--- config.mk ---
export PLATFORM = sky130hd
export DESIGN_NAME = uart_rx_deframer
export DESIGN_NICKNAME = d
export VERILOG_FILES = /design/src/rtl/uart_rx_deframer.sv
export SDC_FILE = /design/constraint.sdc
export NUM_CORES = 1
export LEC_CHECK = 0
export ABC_AREA = 1
export BUFFER_PORTS_ARGS = -buffer_cell sky130_fd_sc_hd__clkbuf_2
export CORE_MARGIN = 5
export CORE_UTILIZATION = 56
export CTS_CLUSTER_SIZE = 20
export DETAILED_ROUTE_END_ITERATION = 10
export PLACE_DENSITY = 0.78
export SLEW_MARGIN = 0
export SYNTH_ARGS = -nofsm -noshare
export SYNTH_HDL_FRONTEND = slang
export SYNTH_SLANG_ARGS = --single-unit
--- constraint.sdc ---
create_clock -name Clk -period 1.6 [get_ports Clk]
set_input_delay 0.08 -clock Clk [delete_from_list [all_inputs] [get_ports Clk]]
set_output_delay 0.08 -clock Clk [all_outputs]
set_load 0.02 [all_outputs]
--- src/rtl/uart_rx_deframer.sv ---
// UART receive deframer: samples SerIn on BaudTick, walks start/data/parity/stop bits,
// and hands the assembled word plus parity/framing/overrun status to the consumer.
module uart_rx_deframer #(
    parameter int unsigned DATA_W   = 8,
    parameter logic        IDLE_LVL = 1'b1
) (
    input  logic              Clk,
    input  logic              ResetN,
    input  logic              BaudTick,
    input  logic              SerIn,
    input  logic              Enable,
    input  logic [1:0]        ParityType,
    input  logic              StopBits,
    input  logic              DataAck,
    output logic [DATA_W-1:0] DataOut,
    output logic              DataValid,
    output logic              DoneFlag,
    output logic              ParityErr,
    output logic              FrameErr,
    output logic              Overrun,
    output logic              Busy
);

    localparam int unsigned CNT_W = $clog2(DATA_W + 1);

    localparam logic [2:0] S_IDLE   = 3'd0;
    localparam logic [2:0] S_DATA   = 3'd1;
    localparam logic [2:0] S_PARITY = 3'd2;
    localparam logic [2:0] S_STOP1  = 3'd3;
    localparam logic [2:0] S_STOP2  = 3'd4;
    localparam logic [2:0] S_DONE   = 3'd5;

    logic [2:0]        state;
    logic [2:0]        state_nxt;
    logic [CNT_W-1:0]  bit_cnt;
    logic [DATA_W-1:0] shifter;
    logic [1:0]        par_type;
    logic              stop2_en;
    logic              par_err_acc;
    logic              frame_err_acc;
    logic              par_en;
    logic              par_odd;
    logic              start_seen;
    logic              last_data;

    // Frame configuration is latched at the start bit, so these only use the held copy
    assign par_en     = (par_type == 2'b01) || (par_type == 2'b10);
    assign par_odd    = (par_type == 2'b01);
    assign start_seen = BaudTick && (SerIn == ~IDLE_LVL);
    assign last_data  = (bit_cnt == CNT_W'(DATA_W - 1));

    always_ff @(posedge Clk or negedge ResetN) begin
        if (!ResetN) begin
            state <= S_IDLE;
        end else begin
            state <= state_nxt;
        end
    end

    always_comb begin
        state_nxt = state;
        if (!Enable) begin
            state_nxt = S_IDLE;
        end else begin
            case (state)
                S_IDLE: begin
                    if (start_seen) begin
                        state_nxt = S_DATA;
                    end
                end
                S_DATA: begin
                    if (BaudTick && last_data) begin
                        state_nxt = par_en ? S_PARITY : S_STOP1;
                    end
                end
                S_PARITY: begin
                    if (BaudTick) begin
                        state_nxt = S_STOP1;
                    end
                end
                S_STOP1: begin
                    if (BaudTick) begin
                        state_nxt = stop2_en ? S_STOP2 : S_DONE;
                    end
                end
                S_STOP2: begin
                    if (BaudTick) begin
                        state_nxt = S_DONE;
                    end
                end
                S_DONE:  state_nxt = S_IDLE;
                default: state_nxt = S_IDLE;
            endcase
        end
    end

    // Frame datapath: shifter, bit counter and per-frame error accumulators
    always_ff @(posedge Clk or negedge ResetN) begin
        if (!ResetN) begin
            bit_cnt       <= '0;
            shifter       <= '0;
            par_type      <= 2'b00;
            stop2_en      <= 1'b0;
            par_err_acc   <= 1'b0;
            frame_err_acc <= 1'b0;
        end else if (Enable) begin
            case (state)
                S_IDLE: begin
                    if (start_seen) begin
                        bit_cnt       <= '0;
                        par_type      <= ParityType;
                        stop2_en      <= StopBits;
                        par_err_acc   <= 1'b0;
                        frame_err_acc <= 1'b0;
                    end
                end
                S_DATA: begin
                    if (BaudTick) begin
                        shifter <= {SerIn, shifter[DATA_W-1:1]};
                        if (bit_cnt != CNT_W'(DATA_W)) begin
                            bit_cnt <= bit_cnt + CNT_W'(1);
                        end
                    end
                end
                S_PARITY: begin
                    if (BaudTick) begin
                        par_err_acc <= ((^shifter) ^ SerIn) != par_odd;
                    end
                end
                S_STOP1, S_STOP2: begin
                    if (BaudTick && (SerIn != IDLE_LVL)) begin
                        frame_err_acc <= 1'b1;
                    end
                end
                default: ;
            endcase
        end
    end

    // Consumer-facing word, status and handshake; a DONE load overrides a same-cycle ack
    always_ff @(posedge Clk or negedge ResetN) begin
        if (!ResetN) begin
            DataOut   <= '0;
            DataValid <= 1'b0;
            DoneFlag  <= 1'b0;
            ParityErr <= 1'b0;
            FrameErr  <= 1'b0;
            Overrun   <= 1'b0;
            Busy      <= 1'b0;
        end else begin
            DoneFlag <= 1'b0;
            Busy     <= (state_nxt != S_IDLE);
            if (DataAck && DataValid) begin
                DataValid <= 1'b0;
                Overrun   <= 1'b0;
            end
            if (Enable && (state == S_DONE)) begin
                DoneFlag  <= 1'b1;
                DataOut   <= shifter;
                ParityErr <= par_err_acc;
                FrameErr  <= frame_err_acc;
                Overrun   <= DataValid && !DataAck;
                DataValid <= 1'b1;
            end
        end
    end

endmodule

-- After elaboration in Yosys (flattened, before gate mapping)
Cells that the tools add are included.
- bits in registers: 34
- word-level logic and storage cells: 74
- output and inout port bits: 14
- reductions and logical operators: 20
- add/subtract/negate cells: 1
- mux-type cells: 22
- bitwise operators: 2
- equality and inequality tests: 15
- operators by type and width (operator ; number):
    $mux 3 ; 6
    $pmux 3 s5 ; 1
    $mux 4 ; 3
    $ne 2x2->1 const B ; 5
    $mux 1 ; 9
    $pmux 4 s2 ; 1
    $reduce_and 4->1 ; 2
    $reduce_bool 2->1 ; 4
    $reduce_xor 8->1 ; 1
    $eq 3x2->1 const B ; 2
    $eq 3x3->1 const B ; 2
    $reduce_and 3->1 ; 2
    $logic_and 1x1->1 ; 5
    $reduce_and 5->1 ; 1
    $add 4x1->4 const B ; 1
    $eq 4x3->1 const B ; 1
    $ne 4x4->1 const B ; 1
    $pmux 1 s2 ; 2
    $eq 3x1->1 const B ; 1
    $logic_not 3->1 ; 1
    $reduce_bool 3->1 ; 1
    $eq 2x1->1 const B ; 1
    $eq 2x2->1 const B ; 1
    $reduce_or 2->1 ; 1
    5 further kinds ; 5

-- Longest topological paths before layout
- depth after elaboration: 7
- mapped depth: 12
- depth with buffers taken out: 12

-- Worst setup path after synthesis
No wires, ideal clock.
- path kind: reg2reg
- from: reg bit_cnt[0]
- to: reg bit_cnt[1]
- stages on the path, launching flop included: 9
- slack: 340 ps
- period minus slack after synthesis: 1260 ps
- data required time: 1474 ps
- buffers on the path: 0
- arrival time: 1135 ps
- library setup time: 126 ps
- cell sequence: dfrtp_1 > inv_1 > ha_1 > nand2_1 > nor2_1 > nor3_4 > nand2_2 > nand2_2 > o21ai_0
- cells in the longest elaborated chain, start to end: 4
- ends and longest elaborated chain (item ; RTL line ; source):
    start: declaration ; 35 ; logic [CNT_W-1:0] bit_cnt;
    start signal: assignment ; 121 ; bit_cnt <= bit_cnt + CNT_W'(1);
    $add 4x1->4 ; 121 ;
    $mux 4 ; 120 ; if (bit_cnt != CNT_W'(DATA_W)) begin
    $mux 4 ; 118 ; if (BaudTick) begin
    $pmux 4 s2 ; 107 ; case (state)
Several ways; a longest one is shown, not always the timed one. The select of a mux whose other input is x is not followed.
A chain may end at the register's enable or synchronous reset.

-- Final worst setup path
Ends and elaborated chain as after synthesis.

==> flow_summary.json <==
{
  "status": "finished, final reports clean",
  "ctsHoldBuffers": 4,
  "grt_setup_unrepaired": "false",
  "nets": 251,
  "drt_iter0_drc": 81,
  "finalInstanceArea_um2": 1930,
  "timing.final.ws_setup_ps": 179,
  "power_leakage_nw": 1.07,
  "cp_slowest_cell": "dfrtp_1",
  "ys_seq_area_frac": 0.504,
  "worst_hold_slack_ps": 19.9,
  "dieWidth_um": 64.9,
  "grt-ovfl-total": 0,
  "hold_viol": 0,
  "synth_simple_gate_area_frac": 0.259,
  "dp_cells": 261,
  "vias_per_cell": 4.92,
  "crit_chain": "inv_1, ha_1, nand2_1, nor2_1, nor3_4, nand2_2, nand2_2, o21ai_0",
  "place.gp.congestion": 0.845,
  "power_mw": 1.79,
  "cts.clk_slew.worst_paths_ps": 90,
  "synthMuxAreaShare": 0,
  "cts_resized": 0,
  "layout_commonest_cell": "nand2_1",
  "maxSlewViolCount": 0,
  "worst_pin_slew_ps": 416,
  "pin_count": 23,
  "powerDensity_nw_per_um2": 926,
  "fmax_mhz": 704,
  "pwr-share-clk": 0.269,
  "post_layout_nonfiller_instances": 273,
  "synth-compound-area-share": 0.110,
  "cp_common_cell": "nand2_2",
  "postCtsSetupBuffers": 0,
  "end_kind": "flop",
  "ys_types": 24,
  "grt_max_degree": 35,
  "critPathArrivalTime_ps": 1640,
  "maxCapViolCount": 0,
  "die-area_um2": 4210,
  "dp_slack_ps": 202,
  "cts_tree": "built",
  "initial_core_util": 0.567,
  "antenna_found_initial": 0,
  "ant_nets": 0,
  "dpl_cell_area_um2": 1830,
  "worstSkewPairLatency_ps": 330,
  "synth.top_cell.area_share": 0.504,
  "drt_wl_total_um": 2990,
  "maxSlewHeadroom": 0.723,
  "finalCritPeriodShare": 0.888,
  "max-vdd-ir-drop_v": 0.000634,
  "vias": 1344,
  "final_core_util": 0.650,
  "critPathTopFamily": "simple AND/OR/NAND/NOR gates",
  "synth_fa_ha_area_frac": 0.0222,
  "power.switching_mw": 0.531,
  "diodes": 0,
  "finalSetupViolCount": 0,
  "dpl.hpwl_um": 2230,
  "netSwitchingFraction": 0.296,
  "ys_ff_latch": 34,
  "clock-sinks": 34,
  "syn_inst": 207,
  "combinationalPowerShare": 0.184,
  "synthToLayoutAreaGrowth_pct": 14.6,
  "clock_skew_ps": 4.29,
  "slowest_delay_ps": 430,
  "cts_root_buf": "clkbuf_4",
  "num_rows": 20,
  "yosys.area.top_type": "dfrtp_1",
  "seqPwrFrac": 0.547,
  "grtUsageTotal": 0.174,
  "crit_type": "reg2reg",
  "grt_pass1_wl_um": 5560,
  "cts.path.max_buffers": 2,
  "syn_area_per_cell_um2": 8.15,
  "fin_setup_tns_ps": 0,
  "cp_max_fo": 5,
  "layout_common_cells": "nand2_1 (68), dfrtp_1 (34), inv_1 (29)",
  "synth_top_family_by_area": "simple AND/OR/NAND/NOR gates",
  "drive_gt1_frac": 0.204,
  "drc": 0,
  "grt_pass1_vias": 1346,
  "io_buffers": 22,
  "worst-path-buf-inv": 1,
  "startpoint_type": "flop",
  "syn_nets": 219,
  "coreArea_um2": 2980,
  "synth_area_um2": 1690,
  "min_period_ps": 1420,
  "yosysWarnings": 0,
  "drtPass1Iterations": 4,
  "die_h_um": 64.9,
  "h-tree-depth": 2,
  "wl_per_cell_um": 10.9,
  "hp-class": "in2reg",
  "worstPathRequired_ps": 1820,
  "synth-xor-area-share": 0.0208,
  "synthTopCellsByArea": "dfrtp_1 (50%), nand2_1 (15%), inv_1 (6.4%)",
  "cts_buffers": 5,
  "internal-power_mw": 1.26
}
final timing paths:
| kind | cells past startpoint | end | slack [ps] | startpoint |
|---|---|---|---|---|
| setup / recovery | 8 | bit_cnt[1] | 180 | bit_cnt[0] |
| hold / removal | 4 | DataValid | 20 | DataAck |
| setup reg to reg | 8 | bit_cnt[1] | 180 | bit_cnt[0] |
| hold reg to reg | 2 | ParityErr | 490 | par_err_acc |
| max in group asynchronous | 3 | Busy | 1000 | ResetN |
| min in group asynchronous | 3 | bit_cnt[0] | 300 | ResetN |
synth_stat cells, drive strengths merged:
cell type	count
a21oi	4
nand4	1
inv	31
ha	3
nand2	72
nor3	3
nor2	11
nand3	13
clkbuf	1
o22ai	1
clkinv	1
xnor2	2
buf	2
xor2	2
dfrtp	34
o21ai	26
flip-flops by register name (all words and copies together), names as in the netlist, 2 cells and up:
signal    cells
bit_cnt       4
shifter       8
state         3
DataOut       8
par_type      2
area by class of cell:
class                   count  area (µm²)
fillers                   255        1040
well taps                  33        41.3
clock inverters             1        5.00
inverters                  32         121
clock buffers               7        55.1
multi-input cells         138         696
flip-flops and latches     34         851
repair buffers             28         165
worst reg2reg max path: stages (launching register included):
cell     delay, ps
dfrtp_1        430
inv_1           70
ha_1           190
nand2_1         60
nor2_1          60
nor3_4         210
nand2_2        100
nand2_2         90
o21ai_0         80
power by group through the flow:
stage	Sequential (mW)	Clock [mW]	Combinational, mW
finish	0.980	0.483	0.329
global route	0.991	0.545	0.392
detailed placement	0.995	0	0.325
CTS	0.978	0.499	0.335
floorplan	0.986	0	0.242
global placement	0.992	0	0.312
cell families (layout without fill, tap and decap cells):
kind of cell | count (synthesis) | count (layout)
AND/OR/NAND/NOR | 100 | 100
buffers and inverters | 35 | 68
flip-flops | 34 | 34
AO/OA/AOI/OAI | 31 | 31
XOR/XNOR | 4 | 4
adder cells (fa/ha/maj) | 3 | 3
per-layer routing:
| layer | GRT usage | vias up | routed length (µm) |
|---|---|---|---|
| met3 | 0.0416 | 4 | 146 |
| met4 | 0.0950 | 0 | 27 |
| li1 | - | 709 | - |
| met5 | 0 | - | 0 |
| met1 | 0.203 | 599 | 1390 |
| met2 | 0.294 | 32 | 1430 |
No activity file was read; power rests on OpenSTA's default activity.
